==> src/rtl/fetch_pkg.sv <==
// Shared definitions for the instruction fetch queue: default data widths
// and the instruction presented when the queue has nothing to offer.
package fetch_pkg;

  localparam int DEF_WIDTH      = 32;
  localparam int DEF_ADDR_WIDTH = 32;

  // addi x0, x0, 0 -- canonical NOP shown on fetch_out while the queue is empty
  localparam logic [31:0] NOP_INSTR = 32'h0000_0013;

  // Build an entry word with the instruction in the upper bits and the PC below.
  function automatic logic [63:0] pack_probe(input logic [31:0] instr, input logic [31:0] pc);
    return {instr, pc};
  endfunction

endpackage

==> src/rtl/fetch_queue_mem.sv <==
// Entry storage for the fetch queue: one synchronous write port at the tail
// and an asynchronous read of the head. Contents are never reset; validity
// is tracked entirely by the pointer/count logic in fetch_queue.
module fetch_queue_mem #(
  parameter int ENTRY_W = 64,
  parameter int DEPTH   = 4,
  parameter int PTR_W   = $clog2(DEPTH)
) (
  input  logic               clk,
  input  logic               wr_en,
  input  logic [PTR_W-1:0]   wr_ptr,
  input  logic [ENTRY_W-1:0] wr_data,
  input  logic [PTR_W-1:0]   rd_ptr,
  output logic [ENTRY_W-1:0] rd_data
);

  logic [ENTRY_W-1:0] mem_q [DEPTH];
  logic [ENTRY_W-1:0] mem_d [DEPTH];

  // Next array contents: only the addressed tail slot changes on a write.
  always_comb begin
    for (int i = 0; i < DEPTH; i++) begin
      mem_d[i] = mem_q[i];
    end
    if (wr_en) begin
      mem_d[wr_ptr] = wr_data;
    end
  end

  // Storage register; deliberately without reset.
  always_ff @(posedge clk) begin
    for (int i = 0; i < DEPTH; i++) begin
      mem_q[i] <= mem_d[i];
    end
  end

  assign rd_data = mem_q[rd_ptr];

endmodule

==> src/rtl/fetch_queue.sv <==
// Instruction fetch queue: a DEPTH-entry FIFO of {instruction, PC} pairs
// between the fetch unit and decode. Flush has priority over push and pop.
// in_ready depends only on occupancy, so a full queue never passes through.
// Optional build macro FETCH_QUEUE_STATS_EN adds a saturating stall counter
// (stall_cnt) that counts cycles where upstream offers an entry while full.
module fetch_queue
  import fetch_pkg::*;
#(
  parameter int WIDTH      = DEF_WIDTH,
  parameter int ADDR_WIDTH = DEF_ADDR_WIDTH,
  parameter int DEPTH      = 4
) (
  input  logic                    clk,
  input  logic                    rst,
  input  logic [WIDTH-1:0]        instr_in,
  input  logic [ADDR_WIDTH-1:0]   pc_in,
  input  logic                    in_valid,
  output logic                    in_ready,
  input  logic                    flush,
  output logic [WIDTH-1:0]        fetch_out,
  output logic [ADDR_WIDTH-1:0]   pc_out,
  output logic                    out_valid,
  input  logic                    out_ready,
  output logic [$clog2(DEPTH):0]  count
`ifdef FETCH_QUEUE_STATS_EN
  ,
  output logic [15:0]             stall_cnt
`endif
);

  localparam int PW      = $clog2(DEPTH);
  localparam int CW      = PW + 1;
  localparam int ENTRY_W = WIDTH + ADDR_WIDTH;

  localparam logic [CW-1:0]    DEPTH_C = CW'(DEPTH);
  localparam logic [PW-1:0]    PTR_ONE = PW'(1);
  localparam logic [CW-1:0]    CNT_ONE = CW'(1);
  localparam logic [WIDTH-1:0] NOP_W   = WIDTH'(NOP_INSTR);

  logic [PW-1:0] wr_ptr_q, wr_ptr_d;
  logic [PW-1:0] rd_ptr_q, rd_ptr_d;
  logic [CW-1:0] count_q,  count_d;

  logic               push;
  logic               pop;
  logic [ENTRY_W-1:0] head_entry;

  // Handshake flags derived from occupancy only.
  always_comb begin
    in_ready  = (count_q < DEPTH_C);
    out_valid = (count_q != '0);
    push      = in_valid && in_ready && !flush;
    pop       = out_valid && out_ready && !flush;
  end

  // Pointer and occupancy update; flush clears everything and drops any push.
  always_comb begin
    wr_ptr_d = wr_ptr_q;
    rd_ptr_d = rd_ptr_q;
    count_d  = count_q;
    if (flush) begin
      wr_ptr_d = '0;
      rd_ptr_d = '0;
      count_d  = '0;
    end else begin
      if (push) wr_ptr_d = wr_ptr_q + PTR_ONE;
      if (pop)  rd_ptr_d = rd_ptr_q + PTR_ONE;
      case ({push, pop})
        2'b10:   count_d = count_q + CNT_ONE;
        2'b01:   count_d = count_q - CNT_ONE;
        default: count_d = count_q;
      endcase
    end
  end

  // Control state register with asynchronous active-low reset.
  always_ff @(posedge clk or negedge rst) begin
    if (!rst) begin
      wr_ptr_q <= '0;
      rd_ptr_q <= '0;
      count_q  <= '0;
    end else begin
      wr_ptr_q <= wr_ptr_d;
      rd_ptr_q <= rd_ptr_d;
      count_q  <= count_d;
    end
  end

  fetch_queue_mem #(
    .ENTRY_W (ENTRY_W),
    .DEPTH   (DEPTH),
    .PTR_W   (PW)
  ) u_mem (
    .clk     (clk),
    .wr_en   (push),
    .wr_ptr  (wr_ptr_q),
    .wr_data ({instr_in, pc_in}),
    .rd_ptr  (rd_ptr_q),
    .rd_data (head_entry)
  );

  // Head presentation: NOP and PC 0 whenever the queue is empty.
  always_comb begin
    count = count_q;
    if (out_valid) begin
      fetch_out = head_entry[ENTRY_W-1:ADDR_WIDTH];
      pc_out    = head_entry[ADDR_WIDTH-1:0];
    end else begin
      fetch_out = NOP_W;
      pc_out    = '0;
    end
  end

`ifdef FETCH_QUEUE_STATS_EN
  logic [15:0] stall_cnt_q, stall_cnt_d;

  // Saturating count of cycles where upstream is blocked; flush does not clear it.
  always_comb begin
    stall_cnt_d = stall_cnt_q;
    if (in_valid && !in_ready && (stall_cnt_q != 16'hFFFF)) begin
      stall_cnt_d = stall_cnt_q + 16'd1;
    end
  end

  // Stall counter register, cleared only by reset.
  always_ff @(posedge clk or negedge rst) begin
    if (!rst) stall_cnt_q <= '0;
    else      stall_cnt_q <= stall_cnt_d;
  end

  assign stall_cnt = stall_cnt_q;
`endif

endmodule

==> config.mk <==
export PLATFORM = sky130hd
export DESIGN_NAME = fetch_queue
export DESIGN_NICKNAME = d
export VERILOG_FILES = /design/src/rtl/fetch_pkg.sv /design/src/rtl/fetch_queue_mem.sv /design/src/rtl/fetch_queue.sv
export SDC_FILE = /design/constraint.sdc
export NUM_CORES = 1
export LEC_CHECK = 0
export ABC_CLOCK_PERIOD_IN_PS = 3100
export CAP_MARGIN = 25
export CORE_UTILIZATION = 50
export CTS_CLUSTER_DIAMETER = 40
export DETAILED_ROUTE_END_ITERATION = 16
export GPL_TIMING_DRIVEN = 0
export PLACE_DENSITY = 0.74
export SYNTH_ARGS = -nofsm -noshare
export SYNTH_HDL_FRONTEND = slang
export SYNTH_SLANG_ARGS = --single-unit
==> constraint.sdc <==
create_clock -name clk -period 3.1 [get_ports clk]
set_input_delay 0.62 -clock clk [delete_from_list [all_inputs] [get_ports clk]]
set_output_delay 0.62 -clock clk [all_outputs]
set_load 0.05 [all_outputs]
==> results.json <==
{
  "outcome": "completed",
  "timing.max_slew.rel_slack_pct": 56.3,
  "rsz0062_at_grt": "yes",
  "dieArea_mm2": 0.0209,
  "clock_insertion_delay_worst_skew_ns": 0.49,
  "route.detailed.vias_per_inst": 5.43,
  "finalWirelength_um": 19200,
  "worst_hold_slack_ns": 0.388,
  "synth-seq-cells": 263,
  "final_cell_mix": "edfxtp_1 (256), clkdlybuf4s50_1 (70), mux4_2 (64)",
  "ctsLongestPathBuffers": 3,
  "grt_remaining_overflow": 0,
  "htree_levels": 2,
  "dp_hpwl_um": 11800,
  "r2r-start": "count[0]",
  "fin_skew_ns": 0.0183,
  "cp.required_ns": 2.48,
  "cts_made_buffers": 34,
  "first_pass_iters": 6,
  "hold_viol_final": 0,
  "buffers_added_on_ports": 135,
  "num_rows": 51,
  "syn-cell-area_mm2": 0.0101,
  "worst_r2r_endpoint": "count[2]",
  "instances_no_fill": 927,
  "timing.critical_path.to_type": "output pin",
  "fin_nets": 713,
  "timing.critical_path.arrival_ns": 2.36,
  "grt_use_total_pct": 19.4,
  "synth_nets": 537,
  "initial_utilization_pct": 51.6,
  "detail_route.iter0.violations": 297,
  "placedCellCount": 867,
  "routed-via-count": 5037,
  "commonest_non_fill_non_tap_cell_in_the_layout": "edfxtp_1",
  "cts_tree": "yes",
  "routed_wire_length_per_instance_um": 20.7,
  "drc": 0,
  "grt_start_max_net_pins": 35,
  "yosys_warnings": 0,
  "post_cts_hold_buffer_count": 0,
  "worst-r2r-setup-slack_ns": 0.63,
  "post-route-min-period_ns": 2.98,
  "timing_max_transition_violations_final": 0,
  "cap_viol_max_count": 0,
  "antenna_found_initial": 1,
  "totalNegativeSetupSlack_ns": 0,
  "layout_worst_path_cycle_share_pct": 96.0,
  "finish.instance_area_mm2": 0.0129,
  "place_ws_ns": -0.108,
  "die-height_um": 144,
  "floorplan.die.width_um": 144,
  "distinct_cell_type_count_after_synthesis": 25,
  "worst-setup-path-type": "flop to output pin",
  "area_delta_synth_final_pct": 27.3,
  "grt_pass1_wl_um": 29800,
  "dpl_cell_area_mm2": 0.0119,
  "worst-slew-pin-transition_ns": 0.656,
  "timing.final.ws_setup_ns": 0.123,
  "drtAntennaViolNets": 0,
  "hold_class": "primary input to asynchronous set/reset pin",
  "cts.clk_slew.worst_paths_ns": 0.06,
  "leakage_uw": 0.00428,
  "r2r_cells": 9,
  "finalWeightedCongestion": 0.757,
  "critical_path_peak_fanout": 10,
  "setup_violations": 0,
  "first_global_vias": 5468,
  "cts_sinks": 263,
  "power.density_mw_per_mm2": 714,
  "critical_path.startpoint_type": "flop",
  "drive_above_1_share_pct": 30.7,
  "fmaxAchievable_mhz": 336,
  "clockRootBuffer": "clkbuf_16",
  "peakVddDrop_mv": 0.609,
  "avgSynthCellArea_um2": 21.9,
  "standard_cell_core_area_mm2": 0.0197,
  "ioPinCount": 138,
  "synth_sequential_area_ratio_pct": 77.5,
  "number_of_standard_cells_after_synthesis": 463,
  "n_antenna_cell": 0
}
## per-stage QoR
stage                     total power (µW)  util, %
after floorplan                       5120        -
after global placement                5640     60.2
after detailed placement              5670     60.6
after CTS                             9330     66.3
after global routing                  9530     65.7
final                                 9220     65.7
## cell families (layout without fill, tap and decap cells)
kind of cell / count (synthesis) / count (layout) / synth area share, %
DFF: 263 / 263 / 77.5
AOI/OAI and AO/OA: 10 / 10 / 0.530
muxes: 64 / 64 / 14.2
adders and majority gates: 5 / 5 / 0.691
xor gates and xnor gates: 4 / 4 / 0.345
buffers and inverters: 27 / 226 / 1.54
and+or+nand+nor: 90 / 90 / 5.19
## worst max-delay path, stage by stage, from the launching register on
cell           delay [ns]
dfrtp_1              0.33
buf_2                0.27
buf_2                0.34
mux4_2               0.34
and2_1               0.17
dlygate4sd2_1        0.41
## state kept, by name (all words and copies together) (netlist names)
name / cells
rd_ptr_q: 2
u_mem.mem_q: 256
count: 3
wr_ptr_q: 2
## worst max-delay path by stage
| stage | startpoint | end | slack [ns] | cells past startpoint |
|---|---|---|---|---|
| 5_1_grt | count[0] | pc_out[20] | -0.02 | 5 |
| 4_1_cts | rd_ptr_q[0] | pc_out[21] | -0.008 | 5 |
| 3_5_place_dp | count[1] | pc_out[21] | -0.11 | 5 |
| 6_report | rd_ptr_q[1] | pc_out[20] | 0.12 | 5 |
| 3_3_place_gp | in_valid | u_mem.mem_q[1][39] | -0.23 | 4 |
| 2_1_floorplan | count[0] | fetch_out[22] | 0.32 | 4 |
## power by group
| part | switching (µW) | leakage [µW] | internal [µW] |
|---|---|---|---|
| registers | 37.4 | 0.00242 | 4030 |
| clock network | 1450 | 0.000526 | 2270 |
| logic | 911 | 0.00133 | 533 |
## metal layers
| metal | vias to the layer above | global-route usage (%) | routed length [µm] |
|---|---|---|---|
| met5 | - | 0 | 13 |
| met4 | 2 | 5.71 | 329 |
| met1 | 2599 | 25.4 | 8010 |
| li1 | 2231 | - | - |
| met2 | 170 | 32.2 | 9560 |
| met3 | 35 | 4.93 | 1320 |
## synthesized netlist by cell type
master      n  share of area (%)
or4_1       1              0.074
xnor2_1     2               0.17
a221oi_1    1              0.086
fa_1        1               0.20
inv_1       3               0.11
buf_6       6               0.67
ha_1        4               0.49
nor4_1      1              0.062
mux4_2     64                 14
o21ai_0     4               0.20
nor2_1      7               0.26
nor3_1      2              0.099
or2_1       3               0.18
a21oi_1     5               0.25
and2_1     66                4.1
nand2b_1    1              0.062
inv_2       1              0.037
dfrtp_1     7                1.7
nand3_1     2              0.099
buf_2       8               0.39
clkbuf_1    9               0.33
nand2_1     6               0.22
xor2_1      2               0.17
edfxtp_1  256                 76
nor2b_1     1              0.062
## cell type report
type | count | area, µm²
buffer | 23 | 149
clock buffer | 40 | 937
clock inverter | 19 | 153
fill | 1371 | 6740
inverter | 4 | 15.0
multi-input combinational | 173 | 2150
sequential | 263 | 7860
tap | 265 | 332
timing repair buffer | 140 | 1320
## timing repair
action	4_1_cts	5_1_grt
setup buffers	0	1
gates resized for setup	134	57
pin swaps	0	1
setup endpoints to repair	65	51
gates cloned	0	0
Note: power is estimated with default switching activity, not from simulation.
